$ cat config.mk
export PLATFORM = sky130hd
export DESIGN_NAME = uart_tx_buffer
export DESIGN_NICKNAME = d
export VERILOG_FILES = /design/src/rtl/uart_tx_buffer.sv
export SDC_FILE = /design/constraint.sdc
export NUM_CORES = 1
export LEC_CHECK = 0
export ABC_CLOCK_PERIOD_IN_PS = 3200
export CAP_MARGIN = 20
export CORE_MARGIN = 1.5
export CORE_UTILIZATION = 59
export CTS_CLUSTER_DIAMETER = 40
export CTS_CLUSTER_SIZE = 12
export DETAILED_ROUTE_END_ITERATION = 8
export PLACE_DENSITY_LB_ADDON = 0.1
export SETUP_SLACK_MARGIN = 0.3
export SLEW_MARGIN = 40
export SYNTH_ARGS = -nofsm -noshare
export SYNTH_HDL_FRONTEND = slang
export SYNTH_SLANG_ARGS = --single-unit
$ cat constraint.sdc
create_clock -name i_clk -period 3.2 [get_ports i_clk]
set_clock_uncertainty 0.1 [all_clocks]
set_input_delay 0.96 -clock i_clk [delete_from_list [all_inputs] [get_ports i_clk]]
set_output_delay 0.96 -clock i_clk [all_outputs]
set_load 0.01 [all_outputs]
$ cat src/rtl/uart_tx_buffer.sv
// Transmit byte FIFO plus frame sequencer for uart_tx: holds each byte in
// o_tx_data for a whole frame and retires it on i_tx_done.
module uart_tx_buffer #(
    parameter int DEPTH  = 16,
    parameter int THRESH = 4
) (
    input  logic                       i_clk,
    input  logic                       i_reset,
    input  logic                       i_wr_en,
    input  logic [7:0]                 i_wr_data,
    input  logic                       i_flush,
    input  logic                       i_tx_enable,
    input  logic                       i_cts_n,
    input  logic                       i_tx_done,
    output logic                       o_start_tx,
    output logic [7:0]                 o_tx_data,
    output logic                       o_full,
    output logic                       o_empty,
    output logic [$clog2(DEPTH):0]     o_level,
    output logic                       o_overflow,
    output logic                       o_tx_low,
    output logic                       o_busy
);
    localparam int AW = $clog2(DEPTH);
    localparam int LW = AW + 1;
    localparam logic [LW-1:0] LVL_FULL = LW'(DEPTH);
    localparam logic [LW-1:0] LVL_LOW  = LW'(THRESH);

    typedef enum logic [1:0] {IDLE, LOAD, SEND, GAP} state_t;

    state_t          r_state, w_next;
    logic [7:0]      r_mem [DEPTH];
    logic [AW-1:0]   r_wptr, r_rptr;
    logic [LW-1:0]   r_level;
    logic            r_overflow;
    logic [7:0]      r_tx_data;
    logic            r_start_tx;

    logic            w_full, w_empty, w_pop, w_push;

    assign w_full  = (r_level == LVL_FULL);
    assign w_empty = (r_level == '0);
    // A pop in the same cycle frees a slot, so a push at full still lands.
    assign w_pop   = (r_state == LOAD) && !i_flush;
    assign w_push  = i_wr_en && !i_flush && (!w_full || w_pop);

    always_comb begin
        w_next = r_state;
        case (r_state)
            IDLE: if (!w_empty && i_tx_enable && !i_cts_n && !i_flush) w_next = LOAD;
            LOAD: w_next = i_flush ? IDLE : SEND;
            SEND: if (i_tx_done) w_next = GAP;
            GAP:  w_next = IDLE;
            default: w_next = IDLE;
        endcase
    end

    always_ff @(posedge i_clk or posedge i_reset) begin
        if (i_reset) begin
            r_state    <= IDLE;
            r_start_tx <= 1'b0;
            r_tx_data  <= 8'h00;
        end else begin
            r_state    <= w_next;
            r_start_tx <= (w_next == SEND);
            if (w_pop) r_tx_data <= r_mem[r_rptr];
        end
    end

    always_ff @(posedge i_clk) begin
        if (w_push) r_mem[r_wptr] <= i_wr_data;
    end

    always_ff @(posedge i_clk or posedge i_reset) begin
        if (i_reset) begin
            r_wptr     <= '0;
            r_rptr     <= '0;
            r_level    <= '0;
            r_overflow <= 1'b0;
        end else if (i_flush) begin
            r_wptr     <= '0;
            r_rptr     <= '0;
            r_level    <= '0;
            r_overflow <= 1'b0;
        end else begin
            if (w_push) r_wptr <= r_wptr + AW'(1);
            if (w_pop)  r_rptr <= r_rptr + AW'(1);
            case ({w_push, w_pop})
                2'b10:   r_level <= r_level + LW'(1);
                2'b01:   r_level <= r_level - LW'(1);
                default: r_level <= r_level;
            endcase
            if (i_wr_en && w_full && !w_pop) r_overflow <= 1'b1;
        end
    end

    assign o_start_tx = r_start_tx;
    assign o_tx_data  = r_tx_data;
    assign o_full     = w_full;
    assign o_empty    = w_empty;
    assign o_level    = r_level;
    assign o_overflow = r_overflow;
    assign o_tx_low   = (r_level <= LVL_LOW);
    assign o_busy     = (r_state != IDLE);
endmodule

==> results of run 1 <==
repair_timing:
action,CTS,global route
resized for setup,5,7
hold buffers,0,0
endpoints found under the setup margin,3,2
pin swaps,0,1
worst max-delay path: stages (launching register included):
cell	delay, ns
dfrtp_1	0.43
or2_2	0.31
clkdlybuf4s50_1	0.47
metrics by stage:
step | util, % | power (uW) | std cells | setup slack, ns
final | 73.2 | 5290 | 596 | 0.407
after global routing | 73.2 | 5490 | 596 | 0.329
after CTS | 73.2 | 5310 | 596 | 0.254
after detailed placement | 67.3 | 3280 | 564 | -0.0699
after global placement | 67.2 | 3270 | 564 | -0.0365
after floorplan | - | 2900 | 385 | 0.312
Yosys cell counts, drive strengths merged (2+ instances only):
master	n	area, um^2
edfxtp	128	3840
mux2i	30	300
dfrtp	25	626
nor2	22	101
mux4	16	360
nor2b	14	87.6
buf	13	62.6
inv	12	45.0
a211oi	11	82.6
a21oi	11	55.1
o21ai	10	50.1
and2	9	56.3
nand2	9	33.8
a32oi	8	70.1
ha	8	100
nor3	8	40.0
a22oi	5	37.5
clkbuf	5	18.8
mux2	5	67.6
nand2b	5	31.3
xor2	5	43.8
a31oi	4	25.0
nand3	4	20.0
or3	3	28.8
a21o	2	16.3
o21a	2	15.0
kinds of logic after synthesis:
| family | share of synthesized area [%] |
|---|---|
| DFF | 70.7 |
| muxes | 11.5 |
| adders and majority gates | 1.90 |
| and+or+nand+nor | 7.07 |
| buffers and inverters | 2.00 |
| xor gates and xnor gates | 0.831 |
| AOI/OAI and AO/OA | 5.98 |
power by group through the flow:
stage	registers (uW)	logic [uW]	clock network (uW)
3_3_place_gp	2430	839	0
4_1_cts	2400	850	2070
6_report	2400	849	2050
3_5_place_dp	2430	851	0
5_1_grt	2420	920	2160
2_1_floorplan	2400	492	0
state kept, by name (all words and copies together), names as in the netlist:
register and count:
r_mem 128, o_level 5, r_state 2, o_tx_data 8, o_start_tx 1, r_wptr 4
o_overflow 1, r_rptr 4
routing by layer:
metal	vias to the layer above	share of wire, %
met5	-	0
met4	0	2.0
met3	19	4.5
met2	101	47
met1	1744	46
li1	1608	-
how the worst min path moves through the flow:
stage	end	slack [ns]	depth (start not counted)
finish	r_state[0]$_DFF_PP0_	0.40	1
global route	o_overflow$_DFFE_PP0P_	0.43	2
CTS	o_tx_data[5]$_DFFE_PP0N_	0.40	2
detailed placement	o_tx_data[5]$_DFFE_PP0N_	0.39	2
global placement	r_state[0]$_DFF_PP0_	0.36	1
floorplan	r_state[0]$_DFF_PP0_	0.34	1
layout make-up:
cell class | instances | share of cell area [%]
flip-flops and latches | 153 | 59.0
clock inverters | 14 | 2.60
clock buffers | 18 | 5.50
well taps | 136 | 2.24
inverters | 12 | 0.593
repair buffers | 61 | 7.13
multi-input cells | 202 | 22.9
==> metrics, run 1 <==
clk slew on worst S/H paths 0.06 ns; Fillers 671; Post-Syn Area per Cell 16.4 um^2; Final Wtd Congestion 0.818; Crit Path Category flip-flop to output pin; antenna violations before repair 0; r2r startpoint r_state[1]$_DFF_PP0_; Setup crit start kind flip-flop; Site Rows 37; Sum Neg Setup Slack 0 ns; number of max-cap violations 0; Setup Fix Bufs, Post-CTS 0; via count 3472; final wirelength 12100 um; first-pass GRT wire length 19200 um; die width 107 um; Fmax achieved 358 MHz; vias in the first global route 3437; CP Data Arrival Time 1.73 ns; M1 GR Usage 34.3%; Post-Synthesis Cells 385; gr busiest metal met2; CTS tree yes; DRT iter0 DRCs 218; Routed WL per cell 20.4 um; R2R Path End o_level[4]$_DFFE_PP0P_; largest net degree at the start of global routing 42; clk buf depth 2; clock share of power 38.7%; mapped cell area 6320 um^2; leakage 0.00262 uW; Required @ worst endpoint 2.14 ns; ys async rst share 16.3%; Core Box Area 10400 um^2; DIE AREA 11300 um^2; number of synthesized register bits 153; GRT Overall Usage 23.8%; Critical Path Sink Type output pin; clk sink count 153; fin area 7590 um^2; final setup vio count 0; count of cell types in the netlist 43; final hold viol count 0; Die Span Y 107 um; multi-input logic area 1740 um^2; clk root buf clkbuf_8; latest clock arrival within the worst-skew pair 0.52 ns; CTS Buf Count 17; Initial Util 61.0%; DP Wirelength 7670 um; most frequent cells in the layout edfxtp_1, mux2i_1, clkdlybuf4s50_1; Reg area 4480 um^2; dominant synthesized flop cell edfxtp_1; Comb pwr share 16.0%; P per Cell Area 697 nW/um^2; Hold Crit Start r_state[0]$_DFF_PP0_; Max VDD drop 0.000343 V; final-stage net count 471; share of layout cells above drive strength 1 21.5%; DRC violations left 0; HP Class flip-flop to flip-flop; Post-synth EDFFs 128; antenna-violating nets left 0; commonest non-fill, non-tap cell in the layout edfxtp_1; Layout area overhead 20.1%; worst slew pin tran 0.643 ns; Yosys warning total 0; io pins 34; Final Hold Slack 0.402 ns; Min Clock Period, post-route 2.79 ns; Critical Path End o_busy; Area after DPL 6970 um^2; switching power 1300 uW; final clock period utilization by the worst path 87.3%; Vias/cell 5.83; M2 GR Usage 35.4%; IO Port Bufs 33; unrepaired setup endpoints after global routing false; H-tree levels 4; Crit. Startpoint r_state[1]$_DFF_PP0_; share of the yosys chip area belonging to registers 70.7%; worst-case reg-to-reg path depth 8; met3 Usage GRT 5.58%; Pint 3990 uW; outcome finished, final reports clean; R2R setup slack 0.68 ns; total congestion overflow 0; fin. max-slew vios 0; diodes inserted 0; Reg power frac 45.3%; Detailed Routing Iterations Pass 1 5; Switching Fraction 24.6%; Max FO, Critical Path 6; worst relative slew slack 57.0%; Synthesized Nets 409
Note: power is estimated with default switching activity, not from simulation.
==> inputs of run 2 (changes only) <==
--- a/config.mk
+++ b/config.mk
@@ -8,7 +8,7 @@
 export ABC_CLOCK_PERIOD_IN_PS = 3200
 export CAP_MARGIN = 20
 export CORE_MARGIN = 1.5
-export CORE_UTILIZATION = 59
+export CORE_UTILIZATION = 35
 export CTS_CLUSTER_DIAMETER = 40
 export CTS_CLUSTER_SIZE = 12
 export DETAILED_ROUTE_END_ITERATION = 8
==> constraint.sdc (replaced) <==
create_clock -name i_clk -period 3.2 [get_ports i_clk]
set_clock_uncertainty 0.1 [all_clocks]
set_input_delay 0.96 -clock i_clk [delete_from_list [all_inputs] [get_ports i_clk]]
set_output_delay 0.96 -clock i_clk [all_outputs]
set_load 0.02 [all_outputs]
==> run 2 against run 1 <==
Routed wire length up 12%. Utilization down 29 points. Sequential power down 2%. Via count down 1.6%. First-iteration DRC count up 11%. Sequential share of layout area down 1.2 points. Hold slack worse by 0.013 ns. Clock power up 5%. Final area up 1.9%.
==> metrics, run 2 (same netlist as run 1, synthesis figures left out) <==
outcome finished, final reports clean (unchanged); Crit path buffers/inverters 2 (was 1); worst slew pin tran 0.795 ns (was 0.643 ns); clk root buf clkbuf_16 (was clkbuf_8); Initial Util 36.2% (was 61.0%); DP Wirelength 8550 um (was 7670 um); clk slew on worst S/H paths 0.06 ns (about the same); Detailed Routing Iterations Pass 1 4 (was 5); Top reg by flops r_mem (unchanged); HP Class flip-flop to flip-flop (unchanged); diodes inserted 0 (unchanged); die width 137 um (was 107 um); Setup crit start kind input pin (was flip-flop); fin. max-slew vios 0 (unchanged); Min Clock Period, post-route 2.85 ns (was 2.79 ns); Crit. Startpoint i_wr_en (was r_state[1]$_DFF_PP0_); H-tree levels 4 (unchanged); largest net degree at the start of global routing 33 (was 42); CP Data Arrival Time 3.06 ns (was 1.73 ns); Max Used Layer met4 (unchanged); latest clock arrival within the worst-skew pair 0.43 ns (was 0.52 ns); GRT Overall Usage 16.0% (was 23.8%); unrepaired setup endpoints after global routing false (unchanged); final-stage net count 473 (was 471); number of max-cap violations 0 (unchanged); DRT iter0 DRCs 241 (was 218); post-layout util 44.3% (was 73.2%); Crit Path Category input pin to flip-flop (was flip-flop to output pin); final hold viol count 0 (unchanged); Sum Neg Setup Slack 0 ns (unchanged); antenna-violating nets left 0 (unchanged); vias in the first global route 3514 (was 3437); Required @ worst endpoint 3.41 ns (was 2.14 ns); Max VDD drop 0.000386 V (was 0.000343 V); R2R Path End o_level[4]$_DFFE_PP0P_ (unchanged); Layout Cells excl Fill 687 (was 596); final clock period utilization by the worst path 89.1% (was 87.3%); clk buf depth 2 (unchanged); # placed instances 655 (was 564); Vias/cell 4.97 (was 5.83); Max stage delay on crit path 0.43 ns (was 0.47 ns); Core Box Area 17500 um^2 (was 10400 um^2); slowest stage cell, crit path clkdlybuf4s50_1 (unchanged); clk sink count 153 (unchanged); Routed WL per cell 19.8 um (was 20.4 um); Layout area overhead 22.4% (was 20.1%); R2R setup slack 0.67 ns (was 0.68 ns); final setup vio count 0 (unchanged); io pins 34 (unchanged); setup slack at placement -0.0836 ns (was -0.0699 ns); Fillers 1540 (was 671); Final Wtd Congestion 0.741 (was 0.818); CTS Buf Count 17 (unchanged); Critical Path End o_level[4]$_DFFE_PP0P_ (was o_busy); Critical Path Sink Type flip-flop (was output pin); via count 3417 (was 3472); antenna violations before repair 0 (unchanged); r2r startpoint r_state[1]$_DFF_PP0_ (unchanged); total congestion overflow 0 (unchanged); commonest non-fill, non-tap cell in the layout edfxtp_1 (unchanged); leakage 0.00265 uW (was 0.00262 uW); CTS tree yes (unchanged); DRC violations left 0 (unchanged); wire length on met3 398 um (was 551 um); CP Depth 8 (was 2); Site Rows 48 (was 37); Max FO, Critical Path 3 (was 6); crit path cell chain clkdlybuf4s50_1, or3_4, inv_2, ha_1, a21o_1, a21oi_1, mux2i_1, mux2_2 (was or2_2, clkdlybuf4s50_1); P per Cell Area 706 nW/um^2 (was 697 nW/um^2); Met2 Wirelength 6470 um (was 5720 um); IO Port Bufs 33 (unchanged); setup ws final 0.349 ns (was 0.407 ns); CP delay by family, top multiplexers (was buffers and inverters); Die Span Y 137 um (was 107 um); worst-case reg-to-reg path depth 8 (unchanged); Fmax achieved 351 MHz (was 358 MHz); final wirelength 13600 um (was 12100 um); WL met1 6600 um (was 5630 um); DIE AREA 18900 um^2 (was 11300 um^2); worst relative slew slack 47.0% (was 57.0%); share of layout cells above drive strength 1 20.3% (was 21.5%); first-pass GRT wire length 21200 um (was 19200 um); most frequent cells in the layout edfxtp_1, mux2i_1, clkdlybuf4s50_1 (unchanged); number of flip-flops in the largest register 128 (unchanged)
run 2: how the worst min path moves through the flow:
stage,slack [ns],cells past startpoint,to,startpoint
global placement,0.37,1,r_state[0]$_DFF_PP0_,r_state[0]$_DFF_PP0_
finish,0.39,1,r_state[0]$_DFF_PP0_,r_state[0]$_DFF_PP0_
detailed placement,0.39,1,r_state[0]$_DFF_PP0_,r_state[0]$_DFF_PP0_
global route,0.41,1,r_state[0]$_DFF_PP0_,r_state[0]$_DFF_PP0_
floorplan,0.34,1,r_state[0]$_DFF_PP0_,r_state[0]$_DFF_PP0_
CTS,0.40,1,r_state[0]$_DFF_PP0_,r_state[0]$_DFF_PP0_
run 2: per-stage QoR:
stage	total power [uW]	area (um^2)	hold slack [ns]
2_1_floorplan	2970	6330	0.344
3_3_place_gp	3370	7110	0.374
3_5_place_dp	3380	7110	0.385
4_1_cts	5520	7740	0.396
5_1_grt	5690	7740	0.411
6_report	5460	7740	0.390
run 2: final cells by class:
cell class | count | area, um^2 | share of cell area [%]
sequential | 153 | 4470 | 57.8
multi-input combinational | 202 | 1740 | 22.4
timing repair buffer | 63 | 569 | 7.36
clock buffer | 18 | 429 | 5.55
tap | 225 | 282 | 3.64
clock inverter | 14 | 204 | 2.64
inverter | 12 | 45.0 | 0.582
run 2: layer usage:
metal  GRT usage, %  vias up
met5              0        -
li1               -     1614
met1           22.2     1751
met3           4.08        7
met4           5.26        0
met2           24.6       45
run 2: report_power, final:
group | switching (uW) | internal, uW | total (uW) | leakage [uW]
Combinational | 508 | 443 | 951 | 0.000866
Sequential | 88.2 | 2270 | 2350 | 0.00148
Clock | 782 | 1370 | 2160 | 0.000302
Total | 1380 | 4080 | 5460 | 0.00265
run 2: what timing repair did:
item                                    4_1_cts  5_1_grt
pin swaps                                     0        0
setup buffers                                 0        0
endpoints found under the setup margin        3        2
hold buffers                                  0        0
resized for setup                             3        5
==> inputs of run 3 (changes only) <==
--- a/config.mk
+++ b/config.mk
@@ -12,7 +12,8 @@
 export CTS_CLUSTER_DIAMETER = 40
 export CTS_CLUSTER_SIZE = 12
 export DETAILED_ROUTE_END_ITERATION = 8
-export PLACE_DENSITY_LB_ADDON = 0.1
+export HOLD_SLACK_MARGIN = 0.02
+export PLACE_DENSITY = 0.6
 export SETUP_SLACK_MARGIN = 0.3
 export SLEW_MARGIN = 40
 export SYNTH_ARGS = -nofsm -noshare
==> run 3 against run 2 <==
Routed wire length fell by 5.7%. Non-clock buffer count fell by 3. Combinational power fell by 2%. Critical endpoint is now o_full. Highest routed layer unchanged.
==> metrics, run 3 (same netlist as run 1, synthesis figures left out) <==
crit path cell chain or3_4, nor2_8, clkdlybuf4s15_1 (was clkdlybuf4s50_1, or3_4, inv_2, ha_1, a21o_1, a21oi_1, mux2i_1, mux2_2); Vias/cell 5.00 (was 4.97); r2r startpoint r_state[1]$_DFF_PP0_ (unchanged); hold path depth 1 (unchanged); commonest non-fill, non-tap cell in the layout edfxtp_1 (unchanged); Crit Path Category flip-flop to output pin (was input pin to flip-flop); unrepaired setup endpoints after global routing false (unchanged); final wirelength 12800 um (was 13600 um); CP Data Arrival Time 1.78 ns (was 3.06 ns); clk buf depth 2 (unchanged); Initial Util 36.2% (unchanged); worst-case reg-to-reg path depth 8 (unchanged); Max VDD drop 0.000401 V (was 0.000386 V); clk sink count 153 (unchanged); DP Wirelength 8290 um (was 8550 um); DRC violations left 0 (unchanged); latest clock arrival within the worst-skew pair 0.42 ns (was 0.43 ns); Routed WL per cell 18.8 um (was 19.8 um); Max FO, Critical Path 7 (was 3); final hold viol count 0 (unchanged); HP Class flip-flop to flip-flop (unchanged); Top reg by flops r_mem (unchanged); worst slew pin tran 0.731 ns (was 0.795 ns); Fmax achieved 352 MHz (was 351 MHz); number of max-cap violations 0 (unchanged); H-tree levels 4 (unchanged); clock share of power 36.2% (was 39.5%); switching power 1370 uW (was 1380 uW); leakage 0.00259 uW (was 0.00265 uW); antenna violations before repair 0 (unchanged); vias in the first global route 3550 (was 3514); first-pass GRT wire length 20300 um (was 21200 um); IO Port Bufs 33 (unchanged); Hold EP r_state[0]$_DFF_PP0_ (unchanged); Layout area overhead 21.0% (was 22.4%); total congestion overflow 0 (unchanged); diodes inserted 0 (unchanged); Setup Fix Bufs, Post-CTS 0 (unchanged); # placed instances 652 (was 655); Detailed Routing Iterations Pass 1 4 (unchanged); die width 137 um (unchanged); R2R Path End o_level[4]$_DFFE_PP0P_ (unchanged); most frequent cells in the layout edfxtp_1, mux2i_1, clkdlybuf4s50_1 (unchanged); Comb pwr share 18.0% (was 17.4%); Setup crit start kind flip-flop (was input pin); Required @ worst endpoint 2.14 ns (was 3.41 ns); Max stage delay on crit path 0.46 ns (was 0.43 ns); fin. max-slew vios 0 (unchanged); io pins 34 (unchanged); DRT iter0 DRCs 248 (was 241); CTS tree yes (unchanged); Sum Neg Setup Slack 0 ns (unchanged); Hold Crit Start r_state[0]$_DFF_PP0_ (unchanged); share of layout cells above drive strength 1 19.6% (was 20.3%); final setup vio count 0 (unchanged); Pint 3830 uW (was 4080 uW); GRT Overall Usage 15.1% (was 16.0%); R2R setup slack 0.72 ns (was 0.67 ns); Switching Fraction 26.3% (was 25.2%); largest net degree at the start of global routing 35 (was 33); outcome finished, final reports clean (unchanged); DIE AREA 18900 um^2 (unchanged); Die Span Y 137 um (unchanged); clk slew on worst S/H paths 0.06 ns (about the same); via count 3419 (was 3417); Layout Cells excl Fill 684 (was 687); slowest stage cell, crit path dfrtp_1 (was clkdlybuf4s50_1); CTS Buf Count 17 (unchanged); clk root buf clkbuf_16 (unchanged); Min Clock Period, post-route 2.84 ns (was 2.85 ns); Core Box Area 17500 um^2 (unchanged); worst relative slew slack 51.1% (was 47.0%); number of flip-flops in the largest register 128 (unchanged); Reg power frac 45.8% (was 43.1%); Final Wtd Congestion 0.751 (was 0.741); final-stage net count 470 (was 473); Critical Path Sink Type output pin (was flip-flop); antenna-violating nets left 0 (unchanged); final clock period utilization by the worst path 88.7% (was 89.1%); P per Cell Area 679 nW/um^2 (was 706 nW/um^2); Site Rows 48 (unchanged)
==> run 3: cell count changes in the layout (fill, tap and decap cells not counted), sizes merged <==
cell           before  now
clkbuf             20   24
buf                30   27
clkinvlp            2    4
clkdlybuf4s15       0    1
clkinv              7    1
inv                12   15
bufinv              5    1
==> run 3: final cells by class <==
type                            instances  area, um^2
Fill cell                            1527        9830
Clock buffer                           23         468
Multi-Input combinational cell        202        1740
Sequential cell                       153        4470
Clock inverter                          9        91.3
Tap cell                              225         282
Timing Repair Buffer                   60         552
Inverter                               12        45.0
==> run 3: worst max-delay path by stage <==
stage	startpoint	end	slack, ns	cells past startpoint
after floorplan	i_flush	o_level[4]$_DFFE_PP0P_	0.31	8
after global placement	i_wr_en	o_level[4]$_DFFE_PP0P_	-0.005	8
after detailed placement	i_wr_en	o_level[4]$_DFFE_PP0P_	-0.02	8
after CTS	o_level[0]$_DFFE_PP0P_	o_empty	0.17	3
after global routing	o_level[0]$_DFFE_PP0P_	o_full	0.30	3
final	o_level[0]$_DFFE_PP0P_	o_full	0.36	3
==> run 3: timing repair <==
action | 4_1_cts | 5_1_grt
pin swaps | 0 | 0
endpoints found under the setup margin | 3 | 2
hold buffers | 0 | 0
gates resized for setup | 3 | 5
hold endpoints to repair | 0 | 0
==> run 3: power groups by stage <==
stage          Clock, uW  Combinational, uW  Sequential [uW]
6_report            1880                935             2380
5_1_grt             2010               1020             2390
3_3_place_gp           0                946             2410
2_1_floorplan          0                512             2450
3_5_place_dp           0                961             2420
4_1_cts             1920                951             2380
==> run 3: metal layers <==
layer,share of wire [%],GRT usage (%),up-vias
met2,50,24.1,63
met4,1.7,5.73,0
met5,0,0,-
li1,-,-,1610
met3,4.2,3.86,18
met1,44,19.8,1728
==> run 3: metrics by stage <==
stage | util, % | cell area (um^2) | hold slack, ns | worst slack (ns) | total power, uW
after floorplan | - | 6330 | 0.344 | 0.312 | 2970
after CTS | 43.7 | 7640 | 0.388 | 0.174 | 5250
after global routing | 43.8 | 7650 | 0.425 | 0.304 | 5420
after detailed placement | 40.5 | 7090 | 0.380 | -0.0239 | 3380
after global placement | 40.5 | 7090 | 0.370 | -0.00545 | 3360
final | 43.8 | 7650 | 0.384 | 0.360 | 5190
==> run 3: critical path: cells and delay by family, from the launching register on <==
family | cells | cell delay, ns
and+or+nand+nor | 2 | 0.59
DFF | 1 | 0.46
buffers and inverters | 1 | 0.31
